<file path="config.mk">
export PLATFORM = sky130hd
export DESIGN_NAME = fetch_unit
export DESIGN_NICKNAME = d
export VERILOG_FILES = /design/src/rtl/fetch_unit.sv
export SDC_FILE = /design/constraint.sdc
export NUM_CORES = 1
export LEC_CHECK = 0
export ABC_AREA = 0
export CORE_UTILIZATION = 56
export DETAILED_ROUTE_END_ITERATION = 16
export PLACE_DENSITY = 0.95
export SETUP_SLACK_MARGIN = 0.5
export SLEW_MARGIN = 20
export SYNTH_ARGS = -nofsm -noshare
export SYNTH_HDL_FRONTEND = slang
export SYNTH_SLANG_ARGS = --single-unit
</file>
<file path="constraint.sdc">
create_clock -name clk -period 13 [get_ports clk]
set_input_delay 2.6 -clock clk [delete_from_list [all_inputs] [get_ports clk]]
set_output_delay 2.6 -clock clk [all_outputs]
set_load 0.05 [all_outputs]
</file>
<file path="src/rtl/fetch_unit.sv">
// fetch_unit - instruction fetch stage feeding decode.
//
// Holds the fetch PC, issues in-order word requests to instruction memory,
// buffers returned words in a small FIFO and hands them to decode. Redirects
// flush the FIFO and discard responses to requests issued before the redirect.
//
// Optional feature macro: FETCH_MISALIGN_TRAP_EN
//   defined   : misaligned redirect targets raise fetch_misaligned and halt fetch
//   undefined : redirect_pc[1:0] are ignored, fetch_misaligned is tied low
//
// Ports:
//   clk, rst                          clock, synchronous active-high reset
//   imem_req_valid/ready, imem_addr   request channel to instruction memory
//   imem_resp_valid, imem_resp_data   in-order response channel
//   instr_valid/ready, instr, instr_pc  FIFO head towards decode
//   redirect_valid, redirect_pc       fetch redirect from branch/JAL resolution
//   fetch_misaligned                  misaligned redirect flag
//
// state   | meaning
// --------+-----------------------------------------------------------
// FETCH   | issuing requests while credits allow, pushing responses
// DRAIN   | discarding responses to pre-redirect requests
// HALT    | misaligned redirect seen, idle until an aligned redirect

module fetch_unit #(
  parameter logic [31:0] RESET_PC   = 32'h0000_0000,
  parameter int          FIFO_DEPTH = 2
) (
  input  logic        clk,
  input  logic        rst,
  output logic        imem_req_valid,
  input  logic        imem_req_ready,
  output logic [31:0] imem_addr,
  input  logic        imem_resp_valid,
  input  logic [31:0] imem_resp_data,
  output logic        instr_valid,
  input  logic        instr_ready,
  output logic [31:0] instr,
  output logic [31:0] instr_pc,
  input  logic        redirect_valid,
  input  logic [31:0] redirect_pc,
  output logic        fetch_misaligned
);

  localparam int CW = $clog2(FIFO_DEPTH + 1);
  localparam int PW = (FIFO_DEPTH > 1) ? $clog2(FIFO_DEPTH) : 1;

  localparam logic [1:0] S_FETCH = 2'd0;
  localparam logic [1:0] S_DRAIN = 2'd1;
  localparam logic [1:0] S_HALT  = 2'd2;

  logic [1:0]    state;
  logic [31:0]   fetch_pc;
  logic [31:0]   resp_pc;
  logic [CW-1:0] outstanding;
  logic [CW-1:0] drop_cnt;
  logic [CW-1:0] fifo_count;
  logic [PW-1:0] head;
  logic [PW-1:0] tail;
  logic [31:0]   fifo_data [FIFO_DEPTH];
  logic [31:0]   fifo_pc   [FIFO_DEPTH];

  logic          mis_target;
  logic          halt_req;
  logic [CW:0]   inflight;
  logic          credit_ok;
  logic          req_fire;
  logic          resp_ok;
  logic          push;
  logic          pop;
  logic          fifo_nonempty;
  logic [CW-1:0] redir_keep;
  logic [31:0]   redir_target;

  function automatic logic [PW-1:0] ptr_inc(input logic [PW-1:0] p);
    return (p == PW'(FIFO_DEPTH - 1)) ? '0 : p + 1'b1;
  endfunction

`ifdef FETCH_MISALIGN_TRAP_EN
  logic misaligned_q;

  assign mis_target = (redirect_pc[1:0] != 2'b00);

  always_ff @(posedge clk) begin
    if (rst) begin
      misaligned_q <= 1'b0;
    end else if (redirect_valid) begin
      misaligned_q <= mis_target;
    end
  end

  // a pending trap turns the end of a drain into HALT instead of FETCH
  assign halt_req         = misaligned_q;
  assign fetch_misaligned = misaligned_q;
`else
  assign mis_target       = 1'b0;
  assign halt_req         = 1'b0;
  assign fetch_misaligned = 1'b0;
`endif

  // requests in flight plus buffered words never exceed the FIFO size,
  // so every response always has a free slot waiting for it
  assign inflight       = {1'b0, outstanding} + {1'b0, fifo_count};
  assign credit_ok      = inflight < (CW + 1)'(FIFO_DEPTH);
  assign imem_req_valid = !rst && (state == S_FETCH) && !redirect_valid && credit_ok;
  assign imem_addr      = fetch_pc;
  assign req_fire       = imem_req_valid && imem_req_ready;

  // a response with nothing outstanding is a protocol error and is ignored
  assign resp_ok = imem_resp_valid && (outstanding != '0);
  assign push    = resp_ok && (state == S_FETCH) && !redirect_valid;

  assign fifo_nonempty = !rst && (fifo_count != '0);
  assign instr_valid   = fifo_nonempty && !redirect_valid;
  assign pop           = instr_valid && instr_ready;
  assign instr         = fifo_nonempty ? fifo_data[head] : 32'h0;
  assign instr_pc      = fifo_nonempty ? fifo_pc[head]   : 32'h0;

  // a response landing in the redirect cycle is dropped right away
  assign redir_keep   = outstanding - (resp_ok ? CW'(1) : CW'(0));
  assign redir_target = redirect_pc & 32'hFFFF_FFFC;

  always_ff @(posedge clk) begin
    if (rst) begin
      state       <= S_FETCH;
      fetch_pc    <= RESET_PC;
      resp_pc     <= RESET_PC;
      outstanding <= '0;
      drop_cnt    <= '0;
      fifo_count  <= '0;
      head        <= '0;
      tail        <= '0;
    end else if (redirect_valid) begin
      fetch_pc    <= redir_target;
      resp_pc     <= redir_target;
      head        <= '0;
      tail        <= '0;
      fifo_count  <= '0;
      outstanding <= redir_keep;
      drop_cnt    <= redir_keep;
      if (redir_keep != '0) begin
        state <= S_DRAIN;
      end else if (mis_target) begin
        state <= S_HALT;
      end else begin
        state <= S_FETCH;
      end
    end else begin
      if (req_fire) begin
        fetch_pc <= fetch_pc + 32'd4;
      end
      outstanding <= outstanding + CW'(req_fire) - CW'(resp_ok);
      if (push) begin
        tail    <= ptr_inc(tail);
        resp_pc <= resp_pc + 32'd4;
      end
      if (pop) begin
        head <= ptr_inc(head);
      end
      fifo_count <= fifo_count + CW'(push) - CW'(pop);
      if (state == S_DRAIN) begin
        if (resp_ok) begin
          drop_cnt <= drop_cnt - 1'b1;
          if (drop_cnt == CW'(1)) begin
            state <= halt_req ? S_HALT : S_FETCH;
          end
        end else if (drop_cnt == '0) begin
          state <= halt_req ? S_HALT : S_FETCH;
        end
      end
    end
  end

  always_ff @(posedge clk) begin
    if (push) begin
      fifo_data[tail] <= imem_resp_data;
      fifo_pc[tail]   <= resp_pc;
    end
  end

`ifndef SYNTHESIS
  resp_has_owner: assert property (@(posedge clk) disable iff (rst)
    imem_resp_valid |-> (outstanding != '0));
`endif

endmodule

</file>
* After elaboration in Yosys (flattened, before gate mapping)
Memory sizes are Yosys's and may differ from the RTL's. A register that Yosys moved wholly into a read port is not among the register bits. Index checks and enable logic that the tools add are counted.
Operators by class: equal/unequal tests 3, reductions and logical operators 25, $add $sub $neg 11, order comparisons 1, muxes and demuxes 25
Operators by type and width (number):
- 32-bit 2-to-1 mux | 6
- 32-bit by 3-bit adder with 32-bit output (second input constant) | 2
- 2-bit 2-to-1 mux | 9
- 2-bit nonzero test | 7
- 1-bit logical AND | 10
- 1-bit 2-to-1 mux | 10
- 2-bit by 1-bit subtractor with 2-bit output | 3
- 2-bit by 1-bit adder with 2-bit output | 2
- 2-bit by 1-bit equality test with 1-bit output (second input constant) | 2
- 2-bit zero test | 2
- 2-bit by 2-bit adder with 3-bit output | 1
- 3-bit by 2-bit < comparator with 1-bit output (second input constant) | 1
- 3-bit by 2-bit inequality test with 1-bit output (second input constant) | 1
- 3-bit AND reduction | 1
- 3-bit nonzero test | 1
- 1-bit adder (second input constant) | 2
- 1-bit zero test | 2
- 2-bit AND reduction | 1
- 2-bit OR reduction | 1
- 2-bit by 1-bit subtractor with 2-bit output (second input constant) | 1
Storage, ports and cells: memory bits (writable) 128, output and inout bits 99, logic and storage cells 77, memories kept 2, register bits 74
Memories:
- fifo_data | depth 2, width 32, rd ports 1, clocked after memory_dff 1, write ports 1, RTL line 60 | logic [31:0] fifo_data [FIFO_DEPTH];
- fifo_pc | depth 2, width 32, rd ports 1, clocked after memory_dff 1, write ports 1, RTL line 61 | logic [31:0] fifo_pc [FIFO_DEPTH];

* Depth between registers and ports, before layout
Gate-level depths: netlist of the first run.
depth in word-level cells 8, gate-level depth with buffers 12, mapped depth without buffers 12

* Worst setup path before layout of the first run
No wires, ideal clock.
path kind input -> output, from in rst, to out instr[0], arrival 3.920 ns, data required time 10.400 ns, setup slack 6.480 ns, stages on the path 4, path through or2_2 -> clkbuf_1 -> clkbuf_1 -> nor2_1
On the way: cells in the longest elaborated chain, start to end 3
RTL lines:
- from (decl) | RTL line 30 | input logic rst,
- 1-bit zero test | RTL line 113 | assign fifo_nonempty = !rst && (fifo_count != '0);
- 1-bit logical AND | RTL line 113
- 32-bit 2-to-1 mux | RTL line 116 | assign instr = fifo_nonempty ? fifo_data[head] : 32'h0;
- to (decl) | RTL line 38 | output logic [31:0] instr,
Every way passes these cells.

* Final worst setup path of the first run
from in rst, to out instr_pc[8]
On the way: cells in the longest elaborated chain, start to end 3
RTL lines:
- 1-bit zero test | RTL line 113
- 1-bit logical AND | RTL line 113
- 32-bit 2-to-1 mux | RTL line 117 | assign instr_pc = fifo_nonempty ? fifo_pc[head] : 32'h0;
- to (decl) | RTL line 39 | output logic [31:0] instr_pc,
Every way passes these cells.

==> out/metrics.yaml, run 1 <==
status: "complete, no violations"
setup_viol: 0
ys_types: 50
core_area_mm2: 0.0151
syn_area_mm2: 0.00864
drtPass1Iterations: 5
rsz0062_at_grt: "no"
drive_gt1_share_pct: 5.97
maxCapViolCount: 0
cts_buffer_depth: 2
slew-limit-headroom_pct: 28.2
fin_util_pct: 72.4
fin_tns_setup_ps: 0
fin_crit_sh_pct: 59.4
peakVddDrop_mv: 0.105
timing.fmax_mhz: 129
worstPathArrival_ps: 5120
vias: 6295
wl_met2_um: 9060
clock_sinks: 194
cts.clk_slew.worst_paths_ps: 70
synth-main-ff-cell: "edfxtp_1"
drtIter0Drc: 543
leakage_uw: 0.00369
top_layer: "met4"
final_cells: 1093
ant_nets: 0
grt_pass1_wl_um: 30800
p_per_area_mw_per_mm2: 134
grt_start_max_net_pins: 63
via_per_inst: 5.76
drc: 0
async_reset_ff_share_pct: 0
worst_hold_path_type: "register to register"
placed_area_mm2: 0.0104
synth_edf_count: 124
ys_seq_area_share_pct: 59.3
row_count: 45
dp.cells: 1061
numPortBuffers: 161
root_buffer: "clkbuf_16"
final_cell_mix: "clkdlybuf4s50_1 (161), edfxtp_1 (124), nor2_1 (84)"
cts_tree: "built"
numCtsBuffers: 17
end_kind: "output port"
layout_commonest_cell: "clkdlybuf4s50_1"
cts_hold_buf: 0
antenna_found_initial: 0
die_h_um: 126
avgSynthCellArea_um2: 11.6
final_area_mm2: 0.0110
nFillCells: 994
finalHoldViolations: 0
grt_overflow: 0
cts-resized-gates: 0
die_w_um: 126
wl_met3_um: 1330
crit_type: "input port to output port"
initial_core_util_pct: 57.1
worstPathMaxFanout: 62
cts-htree-levels: 4
ios: 169
yosys_register_bits: 194
start_kind: "input port"
clock_latency_ps: 430
area_growth_pct: 27.0
synth_warnings: 0
track_usage_pct: 24.8
min_period_ps: 7720
routedLengthMet1_um: 8270
gp_congestion: 0.864
worst_clock_skew_ps: 9.38
die_area_mm2: 0.0159
wl_um: 19200
fin_nets: 972
hpwl_um: 12600
drv_slew: 0
required_ps: 10400
synth_cells: 742
wl_per_cell_um: 17.6
max_slew.worst_pin.slew_ps: 1080
antenna_cells: 0
cts_setup_buffers: 0
grt_pass1_vias: 6036
## sequential cells by signal, summed over array words and instances (netlist names), named ones only
| signal | flops |
|---|---|
| fifo_pc | 60 |
| tail | 1 |
| fifo_count | 2 |
| resp_pc | 30 |
| outstanding | 2 |
| head | 1 |
| state | 1 |
| imem_addr | 30 |
| drop_cnt | 2 |
| fifo_data | 64 |
## power breakdown
group          internal [uW]  switching, uW  leakage [uW]  total, uW
Combinational           82.4            134       0.00169        217
Clock                    298            216      0.000298        514
Sequential               704           33.8       0.00171        738
Total                   1080            384       0.00369       1470
## Yosys cell counts (all sizes together), types with 2 or more instances
library cell	count	area [um2]
edfxtp	124	3720
nor2	85	319
dfxtp	70	1400
mux2i	65	651
a21boi	45	338
inv	41	154
nand2	35	131
xnor2	35	307
a21oi	31	155
clkbuf	29	109
xor2	22	193
nand3	18	90.1
nor4	18	168
nand4	17	106
nor3	17	85.1
buf	11	70.1
ha	9	113
and3	8	50.1
and2	7	43.8
and4	7	61.3
o21a	5	37.5
a211oi	4	30.0
o21ai	4	20.0
o22ai	4	25.0
or2	4	25.0
a31oi	3	18.8
nor4b	3	26.3
nor3b	2	15.0
o211a	2	20.0
o31a	2	17.5
or4	2	22.5
## worst paths after layout
check	from	to	slack (ps)	cells past startpoint
setup / recovery	rst	instr_pc[8]	5280	6
hold reg to reg	head	head	520	2
setup reg to reg	outstanding[0]	outstanding[1]	9810	12
hold / removal	head	head	520	2
## stage by stage
step / hold slack (ps) / setup WS, ps / total power [uW]
after floorplan: 449 / 6480 / 887
after global placement: 469 / 5340 / 952
after detailed placement: 500 / 5290 / 963
after CTS: 515 / 5270 / 1470
after global routing: 526 / 5140 / 1520
final: 518 / 5280 / 1470
## cell type report
type	count	area, um2	area share (%)
clock buffers	25	519	4.73
clock inverters	7	71.3	0.650
inverters	41	154	1.40
multi-input cells	471	3210	29.2
flip-flops and latches	194	5130	46.7
well taps	188	235	2.14
repair buffers	167	1660	15.1
## routing by layer
metal	up-vias	GRT usage, %
met3	43	5.90
met5	-	0
met2	281	40.4
li1	2953	-
met4	0	11.7
met1	3018	31.4
## worst max-delay path, cell delays in order
cell	delay (ps)
clkdlybuf4s50_1	450
buf_4	380
or2_2	200
buf_4	520
nor2_1	140
clkdlybuf4s50_1	770
## logic make-up after synthesis
logic type	Yosys count	synth area share, %
AO/OA/AOI/OAI	108	8.44
XOR/XNOR	57	5.78
other	1	0.0434
multiplexers	66	7.66
flip-flops	194	59.3
buffers and inverters	81	3.85
adder cells (fa/ha/maj)	10	1.53
AND/OR/NAND/NOR	225	13.4
Power figures use the tool's default switching activity.
==> run 2, diff against run 1 <==
Settings changed: CORE_UTILIZATION 56 to 47, PLACE_DENSITY 0.95 to 0.88.
Clock period 13 ns to 6.85 ns, I/O delays scaled along.
==> run 2 against run 1 <==
Global-route usage decreased by 4.7 points. Count of clock-buffer cells in the layout decreased by 8. Largest cell class unchanged. Largest power group unchanged. Final cell count increased by 3.8%. Clock power increased by 92%. First-iteration DRC count decreased by 35%. Critical endpoint is now instr_valid. Highest routed layer unchanged. Sequential cell count unchanged. Register-to-register slack got worse by 6200 ps. Setup slack got worse by 3300 ps.
==> out/metrics.yaml, run 2 (synthesized netlist as in run 1, its figures left out) <==
status: "complete, no violations"
p_int_uw: 2060  # +90%
slew-limit-headroom_pct: 38.9  # +11 points
top_regs: "fifo_data: 64 flops, fifo_pc: 60 flops"
hpwl_um: 12900  # +2.6%
die_w_um: 138  # +9.0%
layout_commonest_cell: "clkdlybuf4s50_1"
grt_start_max_net_pins: 63  # unchanged
antenna_found_initial: 0  # unchanged
die_h_um: 138  # +9.0%
largest_reg_flops: 64  # unchanged
power_uw: 2790  # +90%
cts_setup_buffers: 0  # unchanged
root_buffer: "clkbuf_16"
numCtsBuffers: 17  # unchanged
fin_tns_setup_ps: 0  # unchanged
worst_hold_path_type: "register to register"
timing.fmax_mhz: 205
max_slew.worst_pin.slew_ps: 914  # -163 ps
worst_clock_skew_ps: 11.1  # +1.76 ps
min_period_ps: 4890
die_area_mm2: 0.0189  # +19%
row_count: 49  # +8.9%
final_cell_mix: "clkdlybuf4s50_1 (161), edfxtp_1 (124), nor2_1 (84)"
cts_hold_buf: 0  # unchanged
cts-resized-gates: 0  # unchanged
drv_slew: 0  # unchanged
fin_crit_sh_pct: 71.4
drive_gt1_share_pct: 5.64  # -0.33 points
peakVddDrop_mv: 0.201  # +92%
leakage_uw: 0.00368  # -0.31%
pwr-share-clk_pct: 35.4  # +0.4 points
cts-htree-levels: 4  # unchanged
cts_buffer_depth: 2  # unchanged
top_register: "fifo_data"
start_kind: "input port"
cts_tree: "built"
vias: 6137  # -2.5%
nFillCells: 1367  # +38%
core_area_mm2: 0.0180  # +19%
clock_sinks: 194  # unchanged
crit_type: "input port to output port"
ant_nets: 0  # unchanged
antenna_cells: 0  # unchanged
worstPathMaxFanout: 49  # -21%
switchingPower_uw: 728  # +89%
dp.cells: 1102  # +3.9%
grt_pass1_vias: 5630  # -6.7%
ios: 169  # unchanged
drtPass1Iterations: 5  # unchanged
wl_per_cell_um: 16.3  # -7.1%
wl_um: 18500  # -3.6%
drc: 0  # unchanged
fin_nets: 972  # unchanged
track_usage_pct: 20.2  # -4.7 points
drtIter0Drc: 352  # -35%
gp_congestion: 0.838  # -3.0%
grt_pass1_wl_um: 28900  # -6.1%
cts.clk_slew.worst_paths_ps: 60  # about the same
initial_core_util_pct: 48.1  # -8.9 points
area_growth_pct: 27.6
end_kind: "output port"
setup_viol: 0  # unchanged
required_ps: 5480  # -4920 ps
power.share.sequential_pct: 50.1  # about the same
maxCapViolCount: 0  # unchanged
via_per_inst: 5.41  # -6.0%
swShare_pct: 26.1  # -0.071 points
clock_latency_ps: 430  # about the same
grt_overflow: 0  # unchanged
p_per_area_mw_per_mm2: 253  # +89%
final_cells: 1134  # +3.8%
worstPathArrival_ps: 3520  # -1600 ps
rsz0062_at_grt: "no"
finalHoldViolations: 0  # unchanged
pwr-share-comb_pct: 14.5  # -0.3 points
numPortBuffers: 161  # unchanged
-- run 2: metal layers --
layer  track usage, %  vias to the layer above  routed length [um]
li1                 -                     2953                   -
met1             27.4                     2909                8270
met2             31.3                      246                8330
met3             4.53                       29                1550
met4             7.88                        0                 362
met5                0                        -                   0
-- run 2: layout make-up --
type | count | area, um2 | area share (%)
Tap cell | 229 | 287 | 2.60
Clock inverter | 15 | 163 | 1.48
Timing Repair Buffer | 167 | 1660 | 15.0
Sequential cell | 194 | 5130 | 46.5
Inverter | 41 | 154 | 1.40
Multi-Input combinational cell | 471 | 3210 | 29.1
Clock buffer | 17 | 425 | 3.86
-- run 2: metrics by stage --
stage | cell area (um2) | hold slack [ps] | utilization, % | setup WS (ps)
after floorplan | 8660 | 449 | - | 1650
after global placement | 10400 | 480 | 58.1 | 1710
after detailed placement | 10400 | 491 | 58.1 | 1960
after CTS | 11000 | 506 | 61.4 | 1960
after global routing | 11000 | 515 | 61.4 | 1900
final | 11000 | 511 | 61.4 | 1960
-- run 2: final timing paths --
path | from | to | slack (ps) | depth (start not counted)
hold / removal | resp_pc[17] | fifo_pc[0][17] | 510 | 0
hold reg to reg | resp_pc[17] | fifo_pc[0][17] | 510 | 0
setup / recovery | redirect_valid | instr_valid | 1960 | 5
setup reg to reg | outstanding[1] | fifo_data[0][9] | 3650 | 5
-- run 2: power by group through the flow --
stage          logic [uW]  clock network (uW)  registers [uW]
6_report              403                 988            1400
3_5_place_dp          403                   0            1420
5_1_grt               442                1050            1410
2_1_floorplan         235                   0            1450
3_3_place_gp          395                   0            1420
4_1_cts               406                1010            1400
-- run 2: critical path, stage by stage --
cell	delay (ps)
clkdlybuf4s50_1	440
buf_4	310
or2_2	420
nor2_1	160
clkdlybuf4s50_1	820
